<file path="src/rtl/serial_subtractor_8bit.sv">
// Bit-serial subtractor: computes (a - b - b_in) mod 2^WIDTH one bit per clock,
// LSB first, through a single 1-bit full subtractor. The result and borrow-out
// are published only when the operation completes, and then held until the
// next completion.
module serial_subtractor_8bit #(
  parameter int WIDTH = 8
) (
  input  logic             clk,
  input  logic             rst_n,
  input  logic             start,
  input  logic [WIDTH-1:0] a,
  input  logic [WIDTH-1:0] b,
  input  logic             b_in,
  output logic             busy,
  output logic             done,
  output logic [WIDTH-1:0] diff,
  output logic             b_out
);

  localparam int CW = (WIDTH > 1) ? $clog2(WIDTH) : 1;
  localparam logic [CW-1:0] LAST_BIT = CW'(WIDTH - 1);

  typedef enum logic [1:0] {
    IDLE = 2'd0,
    RUN  = 2'd1,
    DONE = 2'd2
  } state_e;

  // One-bit full subtractor; returns {borrow_next, difference_bit}.
  function automatic logic [1:0] full_sub(input logic ai, input logic bi, input logic brw);
    logic d;
    logic bn;
    d  = ai ^ bi ^ brw;
    bn = (~ai & bi) | (~(ai ^ bi) & brw);
    return {bn, d};
  endfunction

  state_e           state_q, state_d;
  logic [WIDTH-1:0] a_sh_q, a_sh_d;
  logic [WIDTH-1:0] b_sh_q, b_sh_d;
  logic             brw_q, brw_d;
  logic [CW-1:0]    cnt_q, cnt_d;
  logic [WIDTH-1:0] res_q, res_d;
  logic [WIDTH-1:0] diff_q, diff_d;
  logic             b_out_q, b_out_d;
  logic             busy_q, busy_d;
  logic             done_q, done_d;

  logic [1:0]       fs_res;
  logic [WIDTH:0]   res_shift;

  // Current bit of the serial subtraction and the result register shifted
  // with that bit entering at the MSB end.
  always_comb begin
    fs_res    = full_sub(a_sh_q[0], b_sh_q[0], brw_q);
    res_shift = {fs_res[0], res_q};
  end

  // State register plus all datapath and output registers.
  always_ff @(posedge clk or negedge rst_n) begin
    if (!rst_n) begin
      state_q <= IDLE;
      a_sh_q  <= '0;
      b_sh_q  <= '0;
      brw_q   <= 1'b0;
      cnt_q   <= '0;
      res_q   <= '0;
      diff_q  <= '0;
      b_out_q <= 1'b0;
      busy_q  <= 1'b0;
      done_q  <= 1'b0;
    end else begin
      state_q <= state_d;
      a_sh_q  <= a_sh_d;
      b_sh_q  <= b_sh_d;
      brw_q   <= brw_d;
      cnt_q   <= cnt_d;
      res_q   <= res_d;
      diff_q  <= diff_d;
      b_out_q <= b_out_d;
      busy_q  <= busy_d;
      done_q  <= done_d;
    end
  end

  // Next-state logic: accept start only in IDLE, run WIDTH bits, pulse DONE.
  always_comb begin
    state_d = state_q;
    case (state_q)
      IDLE: begin
        if (start) begin
          state_d = RUN;
        end else begin
          state_d = IDLE;
        end
      end
      RUN: begin
        if (cnt_q == LAST_BIT) begin
          state_d = DONE;
        end else begin
          state_d = RUN;
        end
      end
      DONE:    state_d = IDLE;
      default: state_d = IDLE;
    endcase
  end

  // Output decode from the upcoming state so busy/done leave flops directly.
  always_comb begin
    busy_d = 1'b0;
    done_d = 1'b0;
    case (state_d)
      IDLE: begin
        busy_d = 1'b0;
        done_d = 1'b0;
      end
      RUN: begin
        busy_d = 1'b1;
        done_d = 1'b0;
      end
      DONE: begin
        busy_d = 1'b1;
        done_d = 1'b1;
      end
      default: begin
        busy_d = 1'b0;
        done_d = 1'b0;
      end
    endcase
  end

  // Datapath: operand capture on accept, one bit per RUN cycle, and a single
  // publish of diff/b_out on the last bit so no partial result is visible.
  always_comb begin
    a_sh_d  = a_sh_q;
    b_sh_d  = b_sh_q;
    brw_d   = brw_q;
    cnt_d   = cnt_q;
    res_d   = res_q;
    diff_d  = diff_q;
    b_out_d = b_out_q;
    case (state_q)
      IDLE: begin
        if (start) begin
          a_sh_d = a;
          b_sh_d = b;
          brw_d  = b_in;
          cnt_d  = '0;
          res_d  = '0;
        end else begin
          cnt_d = cnt_q;
        end
      end
      RUN: begin
        a_sh_d = a_sh_q >> 1'b1;
        b_sh_d = b_sh_q >> 1'b1;
        brw_d  = fs_res[1];
        res_d  = res_shift[WIDTH:1];
        if (cnt_q == LAST_BIT) begin
          cnt_d   = '0;
          diff_d  = res_shift[WIDTH:1];
          b_out_d = fs_res[1];
        end else begin
          cnt_d = cnt_q + 1'b1;
        end
      end
      DONE: begin
        cnt_d = '0;
      end
      default: begin
        cnt_d = '0;
      end
    endcase
  end

  assign busy  = busy_q;
  assign done  = done_q;
  assign diff  = diff_q;
  assign b_out = b_out_q;

endmodule
</file>
<file path="config.mk">
export PLATFORM = sky130hd
export DESIGN_NAME = serial_subtractor_8bit
export DESIGN_NICKNAME = d
export VERILOG_FILES = /design/src/rtl/serial_subtractor_8bit.sv
export SDC_FILE = /design/constraint.sdc
export NUM_CORES = 1
export LEC_CHECK = 0
export CAP_MARGIN = 20
export CORE_ASPECT_RATIO = 2
export CORE_UTILIZATION = 43
export CTS_CLUSTER_DIAMETER = 30
export DETAILED_ROUTE_END_ITERATION = 10
export PLACE_DENSITY = 0.72
export SLEW_MARGIN = 20
export SYNTH_ARGS = -nofsm -noshare
export SYNTH_HDL_FRONTEND = slang
export SYNTH_SLANG_ARGS = --single-unit
</file>
<file path="constraint.sdc">
create_clock -name clk -period 2.1 [get_ports clk]
set_input_delay 0.21 -clock clk [delete_from_list [all_inputs] [get_ports clk]]
set_output_delay 0.21 -clock clk [all_outputs]
set_load 0.005 [all_outputs]
</file>
# Word-level counts from Yosys, hierarchy flattened
# Cells that the tools add are included.
word_totals:
  output_inout_bits: 11
  elab_cells: 44
  in_bits: 20
  ff_bits: 41
op_classes:
  eq_ne: 5
  bitwise: 7
  reduce_logical: 5
  muxes: 16
  n_addsub: 1
op_table:
  columns: ["op", "count"]
  rows:
  - ["$pmux 8 s2", 3]
  - ["$mux 8", 3]
  - ["$mux 3", 2]
  - ["$pmux 3 s2", 1]
  - ["$eq 2x1->1 const B", 2]
  - ["$mux 1", 4]
  - ["$pmux 2 s2", 1]
  - ["$reduce_and 2->1", 2]
  - ["$add 3x1->3 const B", 1]
  - ["$eq 3x3->1 const B", 1]
  - ["$and 1x1->1", 2]
  - ["$eq 2x2->1 const B", 1]
  - ["$logic_not 2->1", 1]
  - ["$mux 2", 1]
  - ["$ne 2x2->1 const B", 1]
  - ["$not 1->1", 2]
  - ["$pmux 1 s2", 1]
  - ["$reduce_bool 2->1", 1]
  - ["$reduce_or 2->1", 1]
  - ["$xor 1x1->1", 2]
  - ["$or 1x1->1", 1]

# Longest topological paths before layout
# Gate-level depths: netlist of the first run.
depth:
  ltp_word: 6
  mapped_depth: 7
  depth_no_buf: 6

# Worst setup path before layout of the first run
# No wires, ideal clock.
synth_path:
  path_type: "flip-flop to flip-flop"
  from: "register cnt_q[0]"
  to: "register busy_q (netlist: busy)"
  slack_ps: 614
  t_required_ps: 1987
  synth_period_minus_slack_ps: 1486
  n_path_buf: 1
  setup_time_ps: 113
  path_stages_with_launch: 8
  arrival_time_ps: 1373
  path_cell_list: "dfrtp_1 > ha_1 > ha_1 > nand3b_1 > buf_2 > inv_1 > ha_1 > inv_1"
synth_between:
  elab_chain_len: 6
  word_cells_on_any_way: 7
  classes_between: "3 x eq/ne; 3 x mux; 1 x reduce/logical"
synth_lines:
  columns: ["element", "line", "source"]
  rows:
  - ["from (decl)", "42", "logic [CW-1:0] cnt_q, cnt_d;"]
  - ["from (signal assigned)", "77", "cnt_q <= cnt_d;"]
  - ["$eq 3x3->1 (*)", "98", "if (cnt_q == LAST_BIT) begin"]
  - ["$mux 2 (*)", "98", null]
  - ["$pmux 2 s2 (*)", "89", "case (state_q)"]
  - ["via state_d[1]", "38", "state_e state_q, state_d;"]
  - ["$eq 2x2->1 or $eq 2x1->1 (tied branches)", "113", "case (state_d)"]
  - ["$reduce_or 2->1 (no source line) (*)", null, null]
  - ["$mux 1 (*)", "113", null]
  - ["via busy_d", "46", "logic busy_q, busy_d;"]
  - ["to (signal assigned)", "81", "busy_q <= busy_d;"]
  - ["to (decl)", "46", null]
# Mark *: on every way through the listed nets, which the timed path passes. The rest lies on a longest branch.
# A chain may end at the register's enable or synchronous reset.

# Worst setup path in the final report of the first run
layout_path:
  from: "register state_q[0]"
  to: "register busy_q (netlist: busy)"
layout_between:
  elab_chain_len: 5
  word_cells_on_any_way: 7
  classes_between: "3 x eq/ne; 2 x mux; 2 x reduce/logical"
layout_lines:
  columns: ["element", "line", "source"]
  rows:
  - ["from (decl)", "38", null]
  - ["from (signal assigned)", "73", "state_q <= state_d;"]
  - ["$eq 2x1->1 or $logic_not 2->1 (tied branches)", "89", null]
  - ["$pmux 2 s2 (*)", "89", null]
  - ["via state_d[1]", "38", null]
  - ["$eq 2x2->1 or $eq 2x1->1 (tied branches)", "113", null]
  - ["$reduce_or 2->1 (no source line) (*)", null, null]
  - ["$mux 1 (*)", "113", null]
  - ["via busy_d", "46", null]
# Marks and branches as above.

==> reports/qor.yml, run 1 <==
rr_worst_depth: 4
overflow: 0
clock_sinks: 40
path_clk_slew_ps: 80
num_rows: 33
drt_wl_total_um: 3490
grt_pass1_wl_um: 6170
setup_viol: 0
root_buffer: "clkbuf_8"
cp_data_arrival_time_ps: 2020
place_inst: 213
skew_ps: 8.31
port_buffers: 30
intPower_mw: 2.13
path_cells: "nand3b_1 -> inv_1 -> ha_1 -> inv_1"
hold_class: "input pin to async pin"
cpLargestDelayFamily: "flip-flops"
grt_max_degree: 41
cp_common_cell: "inv_1"
final_cell_count_no_fill: 221
max_stage_delay_ps: 710
cts_tree: "built"
ys_seq_elements: 40
drtAntennaViolNets: 0
synthDistinctLibCells: 31
yosysWarnings: 0
vias: 1263
p_per_area_mw_per_mm2: 1370
worstMarginPinSlew_ps: 872
drv_slew: 0
fp.dieArea_sq_mm: 0.00457
dpl.hpwl_um: 2450
grt_pass1_vias: 1272
fin_ws_ps: 323
rsz0062_at_grt: "false"
worstSetupStartpointType: "register"
initial_core_util: 0.451
synth_area_sq_mm: 0.00184
async_flop_share: 1.00
power_frac_comb: 0.358
clockBufferDepth: 2
cp_num_buf_inv: 2
initialDrtViolationCount: 35
antenna_found_initial: 0
final_core_util: 0.554
clkPwrFrac: 0.205
vias_per_cell: 5.71
cp.depth: 4
core_area_sq_mm: 0.00409
timing.final.crit_share: 0.846
drc_errors: 0
syn_inst: 141
die_w_um: 48.3
ir_drop_mv: 0.855
hold_violations: 0
cts_max_level: 2
avgSynthCellArea_sq_um: 13.1
worstSetupEndpointType: "register"
clk_latency_ps: 300
finalCriticalPeriod_ps: 1780
synth_edf_count: 0
drive_above_1_share: 0.207
netSwitchingPower_uw: 967
tns_ps: 0
diodes: 0
total_power_mw: 3.10
grt_use_total: 0.177
status: "finished clean"
p_sw_frac: 0.312
finish.net_count: 192
post_cts_buffers: 0
synth-seq-area-share: 0.543
ctsResizeCount: 0
seqPwrFrac: 0.437
cp.required_ps: 2340
synth_fp_nets: 165
dr.pass1.iters: 4
place_ws_ps: 342
timing.fmax_mhz: 563
wl_per_cell_um: 15.8
ys.flop_type: "dfrtp_1"
crit_path_top_delay_cell: "dfrtp_1"
slew_headroom: 0.419
p_leak_nw: 1.01
crit_fanout: 21
gp_congestion: 0.722
critPathKind: "register to register"
die_y_um: 94.6
numCtsBuffers: 5
cts_hold_buf: 0
maxCapViolCount: 0
io_pins: 31
area_growth_pct: 22.8
## path summary, 6_finish.rpt
check	start	endpoint	slack [ps]
worst max-delay path	state_q[0]$_DFF_PN0_	busy$_DFF_PN0_	320
worst min-delay path	rst_n	res_q[6]$_DFFE_PN0P_	20
worst max register to register	state_q[0]$_DFF_PN0_	busy$_DFF_PN0_	320
worst min register to register	diff[0]$_DFFE_PN0P_	diff[0]$_DFFE_PN0P_	510
max in group asynchronous	rst_n	res_q[2]$_DFFE_PN0P_	1520
min in group clk	diff[0]$_DFFE_PN0P_	diff[0]$_DFFE_PN0P_	510
## cell usage after synthesis, types with 2 or more instances
library cell	count	area share
a211o_1	2	0.0095
a211oi_1	5	0.020
a21oi_1	4	0.011
a22o_1	7	0.033
buf_2	6	0.016
buf_6	3	0.018
clkbuf_1	3	0.0061
dfrtp_1	40	0.54
ha_1	3	0.020
inv_1	8	0.016
mux2_2	8	0.049
nand2_1	2	0.0041
nand2b_1	3	0.010
nor3b_1	6	0.024
nor4b_1	5	0.024
o221a_2	10	0.061
or3b_1	2	0.0095
or3b_2	2	0.0095
or4b_1	10	0.054
## per-layer routing
metal	routed length [um]	global-route usage	share of wire
met5	0	0	0
met4	52	0.0662	0.015
met3	127	0.0386	0.036
met2	1860	0.318	0.53
met1	1440	0.203	0.41
## kinds of logic after synthesis
family,Yosys count,synth area share
flip-flops,40,0.543
AND/OR/NAND/NOR,35,0.160
AO/OA/AOI/OAI,31,0.149
buffers and inverters,22,0.0631
multiplexers,9,0.0543
adder cells (fa/ha/maj),4,0.0312
## cell usage in the layout, fill, tap and decap left out, types with 2 or more instances in the layout
cell | synthesis | routed
dfrtp_1 | 40 | 40
clkdlybuf4s50_1 | 0 | 29
or4b_1 | 10 | 10
o221a_2 | 10 | 10
inv_1 | 8 | 8
mux2_2 | 8 | 8
a22o_1 | 7 | 7
nor3b_1 | 6 | 6
nor4b_1 | 5 | 5
a211oi_1 | 5 | 5
clkbuf_8 | 0 | 5
a21oi_1 | 4 | 4
buf_4 | 1 | 4
nand2b_1 | 3 | 3
ha_1 | 3 | 3
a211o_1 | 2 | 2
nand2_1 | 2 | 2
or3b_1 | 2 | 2
or3b_2 | 2 | 2
clkinv_4 | 0 | 2
## layout make-up
class / count / area, sq um
Clock buffer: 5 / 68.8
Clock inverter: 3 / 47.5
Fill cell: 341 / 1820
Inverter: 8 / 30.0
Multi-Input combinational cell: 79 / 727
Sequential cell: 40 / 1000
Tap cell: 52 / 65.1
Timing Repair Buffer: 34 / 325
## worst reg2reg max path, delay by kind of cell (launching register included)
kind	cells	cell delay, ps
flops	1	710
simple gates	1	510
buf+inv	2	250
fa+ha+maj	1	250
## through the flow
step	area [sq um]	hold WS [ps]
floorplan	1840	-85.6
detailed placement	2150	384
global placement	2150	360
global route	2260	90.1
CTS	2260	49.5
finish	2260	20.7
## state kept, by name (all words and copies together) (netlist names)
name,flops
a_sh_q,8
b_sh_q,8
diff,8
res_q,7
cnt_q,3
state_q,2
b_out,1
brw_q,1
busy,1
done,1
## power groups by stage
stage | Combinational [mW] | Clock [mW] | Sequential [mW]
final | 1.11 | 0.636 | 1.35
after global routing | 1.22 | 0.684 | 1.40
after CTS | 1.12 | 0.653 | 1.36
after detailed placement | 1.12 | 0 | 1.37
after floorplan | 0.838 | 0 | 1.27
after global placement | 1.07 | 0 | 1.35
Note: power is estimated with default switching activity, not from simulation.
==> run 2: changes to the inputs <==
--- a/config.mk
+++ b/config.mk
@@ -10,7 +10,7 @@
 export CORE_UTILIZATION = 43
 export CTS_CLUSTER_DIAMETER = 30
 export DETAILED_ROUTE_END_ITERATION = 10
-export PLACE_DENSITY = 0.72
+export PLACE_DENSITY = 0.74
 export SLEW_MARGIN = 20
 export SYNTH_ARGS = -nofsm -noshare
 export SYNTH_HDL_FRONTEND = slang
==> constraint.sdc (replaced) <==
create_clock -name clk -period 1.5 [get_ports clk]
set_input_delay 0.15 -clock clk [delete_from_list [all_inputs] [get_ports clk]]
set_output_delay 0.15 -clock clk [all_outputs]
set_load 0.005 [all_outputs]
==> run 2 against run 1 <==
The flow now finishes with violations (negative setup slack). Sequential share of layout area down 2.3 points. Hold slack better by 420 ps. Non-clock buffer count up 11. Via count up 3.7%. Die area unchanged. Core utilization up 3.1 points. Critical path depth up 1. Largest power group unchanged.
==> reports/qor.yml, run 2 (synthesis results as in run 1) <==
status: "finished, violations left"  # was finished clean
violations: "negative setup slack"
cp_num_buf_inv: 1  # was 2
p_leak_nw: 1.08  # was 1.01 nW
netSwitchingPower_mw: 1.39  # was 967 uW
worstSetupEndpointType: "register"  # unchanged
timing.final.crit_share: 1.01  # was 0.846
p_per_area_mw_per_mm2: 1890  # was 1370 mW/mm^2
final_area_sq_mm: 0.00239  # was 0.00226 sq mm
initial_core_util: 0.451  # unchanged
layout_commonest_cell: "dfrtp_1"  # unchanged
final_cell_mix: "40 x dfrtp_1, 29 x clkdlybuf4s50_1, 12 x buf_4"  # was 40 x dfrtp_1, 29 x clkdlybuf4s50_1, 10 x or4b_1, 10 x o221a_2
drv_slew: 0  # unchanged
post_dp_cell_area_sq_mm: 0.00221  # was 0.00215 sq mm
num_rows: 33  # unchanged
port_buffers: 30  # unchanged
overflow: 0  # unchanged
grt.met2_usage: 0.330  # was 0.318
maxCapViolCount: 0  # unchanged
intPower_mw: 3.12  # was 2.13 mW
dpl.hpwl_um: 2670  # was 2450 um
p_sw_frac: 0.309  # was 0.312
worstReg2RegStart: "cnt_q[0]$_DFFE_PN0P_"  # was state_q[0]$_DFF_PN0_
critPathKind: "register to register"  # unchanged
drtAntennaViolNets: 0  # unchanged
timing.fmax_mhz: 657  # was 563 MHz
vias: 1310  # was 1263
path_clk_slew_ps: 70  # was 80 ps
core_area_sq_mm: 0.00409  # unchanged
crit_start: "cnt_q[0]$_DFFE_PN0P_"  # was state_q[0]$_DFF_PN0_
grt_pass1_wl_um: 6290  # was 6170 um
finish.net_count: 203  # was 192
max_stage_delay_ps: 400  # was 710 ps
fin_ws_ps: -21.9  # was 323 ps
io_pins: 31  # unchanged
skew_ps: 4.08  # was 8.31 ps
gp_congestion: 0.805  # was 0.722
grt_max_degree: 41  # unchanged
worstSetupStartpointType: "register"  # unchanged
clockBufferDepth: 2  # unchanged
cp.required_ps: 1680  # was 2340 ps
cp_data_arrival_time_ps: 1700  # was 2020 ps
clock_sinks: 40  # unchanged
dr.pass1.iters: 4  # unchanged
setup_viol: 5  # was 0
clk_latency_ps: 290  # was 300 ps
cts_max_level: 2  # unchanged
diodes: 0  # unchanged
path_cells: "ha_2 -> ha_4 -> nand3b_1 -> buf_6 -> mux2_2"  # was nand3b_1 -> inv_1 -> ha_1 -> inv_1
die_y_um: 94.6  # unchanged
area_growth_pct: 29.6  # was 22.8%
cts_tree: "built"  # unchanged
final_core_util: 0.585  # was 0.554
vias_per_cell: 5.65  # was 5.71
grt_use_met1: 0.194  # was 0.203
hold_violations: 0  # unchanged
grt_pass1_vias: 1350  # was 1272
hold_class: "input pin to async pin"  # unchanged
numCtsBuffers: 5  # unchanged
drc_errors: 0  # unchanged
grt_use_total: 0.183  # was 0.177
root_buffer: "clkbuf_8"  # unchanged
finalCriticalPeriod_ps: 1520  # was 1780 ps
seqPwrFrac: 0.417  # was 0.437
wl_per_cell_um: 16.3  # was 15.8 um
clkPwrFrac: 0.190  # was 0.205
crit_path_top_delay_cell: "dfrtp_1"  # unchanged
drt_wl_total_um: 3790  # was 3490 um
power_frac_comb: 0.393  # was 0.358
die_w_um: 48.3  # unchanged
grt.busiest_layer: "met2"  # unchanged
place_ws_ps: -224  # was 342 ps
antenna_found_initial: 0  # unchanged
slew_headroom: 0.671  # was 0.419
rsz0062_at_grt: "true"  # was false
drive_above_1_share: 0.272  # was 0.207
cpLargestDelayFamily: "flip-flops"  # unchanged
worst_hold_slack_ps: 442  # was 20.7 ps
worstMarginPinSlew_ps: 493  # was 872 ps
crit_fanout: 6  # was 21
initialDrtViolationCount: 31  # was 35
tns_ps: -65.5  # was 0 ps
met3_usage: 0.0354  # was 0.0386
fp.dieArea_sq_mm: 0.00457  # unchanged
ir_drop_mv: 0.937  # was 0.855 mV
## run 2: cell count changes in the layout (fill, tap and decap cells not counted), sizes merged
cell         previous run  this run
buf                     5        15
clkbuf                  5         6
clkinv                  2         1
dlygate4sd3             0         1
## run 2: worst paths after layout
kind	end	slack, ps	depth (start not counted)
worst min register to register	diff[7]$_DFFE_PN0P_	510	1
worst max-delay path	diff[2]$_DFFE_PN0P_	-20	5
worst max register to register	diff[2]$_DFFE_PN0P_	-20	5
max in group asynchronous	b_sh_q[2]$_DFFE_PN0P_	720	3
worst min-delay path	a_sh_q[3]$_DFFE_PN0P_	440	3
min in group clk	diff[7]$_DFFE_PN0P_	510	1
## run 2: metal layers
metal / part of all wire / vias to the layer above
met3: 0.023 / 10
met1: 0.39 / 664
met4: 0.029 / 0
met2: 0.56 / 33
li1: - / 603
met5: 0 / -
## run 2: worst min-delay path: cells and delay by family
kind,cells,cell delay [ps]
buf+inv,3,1020
## run 2: power groups by stage
stage | combinational, mW | sequential [mW] | clock, mW
floorplan | 1.17 | 1.78 | 0
global placement | 1.59 | 1.85 | 0
detailed placement | 1.67 | 1.88 | 0
CTS | 1.70 | 1.87 | 0.863
global route | 1.94 | 1.93 | 0.918
finish | 1.77 | 1.88 | 0.856
## run 2: per-stage QoR
step	total power, mW	std cells
4_1_cts	4.43	231
3_5_place_dp	3.54	221
5_1_grt	4.79	232
2_1_floorplan	2.96	141
3_3_place_gp	3.44	221
6_report	4.51	232
## run 2: cell type report
type | instances | area [sq um]
inverters | 8 | 30.0
clock buffers | 6 | 72.6
flip-flops and latches | 40 | 1000
fillers | 324 | 1700
repair buffers | 45 | 418
multi-input cells | 79 | 769
well taps | 52 | 65.1
clock inverters | 2 | 35.0
## run 2: what timing repair did
action | in CTS | in global routing
setup endpoints to repair | 11 | 21
setup buffers | 1 | 1
pin swaps | 1 | 1
hold buffers | 1 | 0
resized for setup | 4 | 8
hold endpoints to repair | 40 | 0
gates cloned | 0 | 0
==> RTL edit 1: new RTL, config.mk and constraints of run 1 <==
`WIDTH`: 8 -> 16.
--- a/src/rtl/serial_subtractor_8bit.sv
+++ b/src/rtl/serial_subtractor_8bit.sv
@@ -3,7 +3,7 @@
 // are published only when the operation completes, and then held until the
 // next completion.
 module serial_subtractor_8bit #(
-  parameter int WIDTH = 8
+  parameter int WIDTH = 16
 ) (
   input  logic             clk,
   input  logic             rst_n,
Interface: changed (resized a, b and diff); port bits go from 31 to 55. The function was not compared with the original's and may differ.
==> RTL edit 1 against run 1 <==
  * The flow now finishes with violations (hold timing)
  * Setup slack improved by 76 ps
  * Cell area rose by 79%
  * Combinational power grew 71%
  * Area after synthesis up 72%
  * Total power rose by 89%
  * Sequential cell count up 33
  * Wire length up 66%
  * Critical path depth is the same
  * Largest power group unchanged
==> RTL edit 1: results <==
{
  "holdWs_ps": -10.6,
  "r2r_setup_slack_ps": 400,
  "layout.nets": 345,
  "grt_pass1_vias": 2156,
  "htree_levels": 3,
  "critPathArrivalTime_ps": 1920,
  "first_iter_violations": 75,
  "synth_fa_ha_area_share_pct": 1.42,
  "r2r-end": "diff[4]",
  "cts_buffers": 9,
  "path_clk_slew_ps": 50,
  "cts_root_buf": "clkbuf_16",
  "hold_violations": 12,
  "p_int_w": 0.00409,
  "r2r_start": "cnt_q[0]",
  "synth_cell_type_count": 34,
  "cp-startpoint": "cnt_q[0]",
  "violations": "hold timing",
  "fin_skew_ps": 4.47,
  "seq_area_frac_synth_pct": 57.6,
  "post_drt_wl_per_cell_um": 14.4,
  "grt_max_degree": 74,
  "p_seq_w": 0.00239,
  "synth_compound_area_share_pct": 12.2,
  "crit_slowest_cell": "dfrtp_1",
  "vdd_ir_drop_max_uv": 907,
  "p_comb_w": 0.00190,
  "synthMuxAreaShare_pct": 16.2,
  "drive_gt1_share_pct": 13.2,
  "vias": 2031,
  "cp_top_family": "simple AND/OR/NAND/NOR gates",
  "power_frac_comb_pct": 32.5,
  "status": "complete, but fails checks",
  "grtUsageTotal_pct": 17.3,
  "gp_congestion": 0.854,
  "synth_fp_nets": 290,
  "synth.area.top_cells": "dfrtp_1 (58%), mux2i_1 (9.5%), a22o_1 (4.4%), mux2_4 (4.3%), nand2_1 (4.0%)",
  "crit_path_max_incr_delay_ps": 400,
  "clock_latency_ps": 330,
  "grt_pass1_wl_um": 10000,
  "fillers": 629
}
[RTL edit 1: cell types whose count changed after synthesis, sizes merged, moves of 4 or more]
cell and delta:
a211oi -4, a22o +9, dfrtp +33, mux2 +8
mux2i +29, nand2 +32, nor3b -4, nor4b -5
o21ai +34, o221a -10, or3b -4, or4b -10
[RTL edit 1: cells by family after synthesis]
family | count (synthesis)
simple gates | 47
compound gates | 60
buf+inv | 22
fa+ha+maj | 3
mux | 46
flops | 73
[RTL edit 1: area by class of cell]
type / instances / area, um2 / area share [%]
timing repair buffer: 60 / 583 / 14.4
inverter: 6 / 22.5 / 0.556
multi-input combinational: 156 / 1190 / 29.4
clock buffer: 14 / 274 / 6.77
tap: 92 / 115 / 2.84
clock inverter: 2 / 35.0 / 0.865
sequential: 73 / 1830 / 45.1
[RTL edit 1: per-layer routing]
layer	wire length [um]	vias up	global-route usage, %
met3	263	13	4.52
met1	2440	980	19.3
li1	-	996	-
met2	2920	42	28.7
met5	0	-	0
met4	176	0	11.8
[RTL edit 1: per-stage QoR]
step / setup slack [ps] / cell area (um2) / std cells / hold WS (ps)
floorplan: 589 / 3170 / 251 / -85.6
global placement: 461 / 3740 / 387 / 396
detailed placement: 414 / 3740 / 387 / 396
CTS: 385 / 4050 / 403 / 44.7
global route: 310 / 4050 / 403 / 66.3
finish: 399 / 4050 / 403 / -10.6
[RTL edit 1: worst register-to-register path: stages (launching register included)]
cell     delay, ps
dfrtp_1        400
ha_1           300
nand3_4        140
nor2_8         360
mux2_2         390
==> RTL edit 2: new RTL, flow settings as in run 1 <==
Without the edit above. Re-encode `state_e` (3 states) as one-hot, 3 bits wide.
--- a/src/rtl/serial_subtractor_8bit.sv
+++ b/src/rtl/serial_subtractor_8bit.sv
@@ -20,10 +20,10 @@
   localparam int CW = (WIDTH > 1) ? $clog2(WIDTH) : 1;
   localparam logic [CW-1:0] LAST_BIT = CW'(WIDTH - 1);
 
-  typedef enum logic [1:0] {
-    IDLE = 2'd0,
-    RUN  = 2'd1,
-    DONE = 2'd2
+  typedef enum logic [2:0] {
+    IDLE = 3'b001,
+    RUN  = 3'b010,
+    DONE = 3'b100
   } state_e;
 
   // One-bit full subtractor; returns {borrow_next, difference_bit}.
Behaviour: same outputs for any inputs over 10 cycles, from zero or initial values and one cycle with rst_n low; not proved beyond that.
==> RTL edit 2 against run 1 <==
  * Cell area shrank 5.1%
  * Setup slack gained 110 ps
  * Core utilization grew 0.52 points
  * Hold slack better by 25 ps
  * Wire length fell by 14%
  * Sequential cell count increased by 1
  * Count of clock-buffer cells in the layout rose by 2
  * Non-clock buffer count unchanged
  * Sequential share of layout area up 3.6 points
  * Cell count fell by 0.90%
  * Area after synthesis fell by 6.4%
  * Total power is 23% lower
==> RTL edit 2: results <==
{
  "clockBufferDepth": 2,
  "layout.nets": 190,
  "worstMarginPinSlew_ps": 884,
  "synth_ff_type": "dfrtp_1",
  "yosys_warnings": 0,
  "power_frac_comb_pct": 31.4,
  "synth.area.top_cells": "dfrtp_1 (58%), mux2i_1 (9.9%), mux2_1 (5.2%), a22o_1 (4.6%), o21ai_1 (4.1%)",
  "antenna_found_initial": 0,
  "htree_levels": 2,
  "grtUsageTotal_pct": 16.5,
  "drt_wl_total_um": 3010,
  "drive_gt1_share_pct": 9.52,
  "status": "complete, no violations",
  "clock_latency_ps": 280,
  "p_int_w": 0.00164,
  "synth_cell_type_count": 23,
  "path_clk_slew_ps": 70,
  "dpl.hpwl_um": 2170,
  "synthTopCellsByCount": "dfrtp_1 (40), mux2i_1 (17), nand2_1 (14), o21ai_1 (14), a22o_1 (9)",
  "clock_power_share_pct": 19.9,
  "fillers": 357,
  "r2r_setup_slack_ps": 430,
  "grt_pass1_wl_um": 5080,
  "crit_path_max_incr_delay_ps": 580,
  "grt_pass1_vias": 1177,
  "cts_buffers": 5,
  "crit_slowest_cell": "dfstp_2",
  "post-cts-setup-buffers": 0,
  "synth_fa_ha_area_share_pct": 2.61,
  "synthMuxAreaShare_pct": 15.1,
  "p_leak_nw": 0.970,
  "numPortBuffers": 30,
  "vias": 1123,
  "synth_fp_nets": 157,
  "grt_max_degree": 42,
  "first_iter_violations": 13,
  "synth_compound_area_share_pct": 10.4,
  "gp_congestion": 0.770,
  "seq_area_frac_synth_pct": 59.5,
  "n_antenna_cell": 0,
  "critPathArrivalTime_ps": 1820,
  "post_cts_resized": 0,
  "hold_class": "in2async",
  "holdWs_ps": 45.6,
  "swShare_pct": 31.8,
  "worst-path-max-fanout": 12,
  "fin_skew_ps": 4.85,
  "async_flop_share_pct": 100,
  "vdd_ir_drop_max_uv": 622
}
[RTL edit 2: layer usage]
metal / track usage [%] / routed length [um]
met1: 19.6 / 1250
met2: 26.4 / 1600
met3: 4.13 / 100
met4: 7.86 / 63
met5: 0 / 0
[RTL edit 2: path summary, 6_finish.rpt]
path                            start         to  cells past startpoint
max in group asynchronous       rst_n  a_sh_q[3]                      1
min reg2reg                   diff[3]    diff[3]                      1
max                        state_q[0]  a_sh_q[2]                      4
min                             rst_n       busy                      1
max reg2reg                state_q[0]  a_sh_q[2]                      4
min in group clk              diff[3]    diff[3]                      1
[RTL edit 2: layout make-up]
cell class	count	share of cell area, %
flip-flops and latches	41	47.8
repair buffers	34	15.7
multi-input cells	80	28.9
clock buffers	7	3.55
well taps	51	2.97
inverters	5	0.873
clock inverters	1	0.233
[RTL edit 2: worst max-delay path: cells and delay by family (launching register included)]
family / cells / cell delay, ps
simple gates: 1 / 480
buf+inv: 1 / 210
flops: 1 / 580
compound gates: 1 / 80
mux: 1 / 190
[RTL edit 2: cells by family after synthesis]
| group | Yosys count |
|---|---|
| flip-flops | 41 |
| AO/OA/AOI/OAI | 27 |
| adder cells (fa/ha/maj) | 3 |
| buffers and inverters | 13 |
| multiplexers | 25 |
| AND/OR/NAND/NOR | 25 |
[RTL edit 2: metrics by stage]
stage | cell area, um2 | util (%) | cells | worst slack (ps) | total power [W]
finish | 2150 | 55.9 | 219 | 434 | 0.00240
detailed placement | 2070 | 53.8 | 211 | 294 | 0.00195
CTS | 2150 | 55.9 | 219 | 415 | 0.00244
global placement | 2070 | 53.8 | 211 | 328 | 0.00190
global route | 2150 | 55.9 | 219 | 314 | 0.00257
floorplan | 1730 | - | 134 | 615 | 0.00174
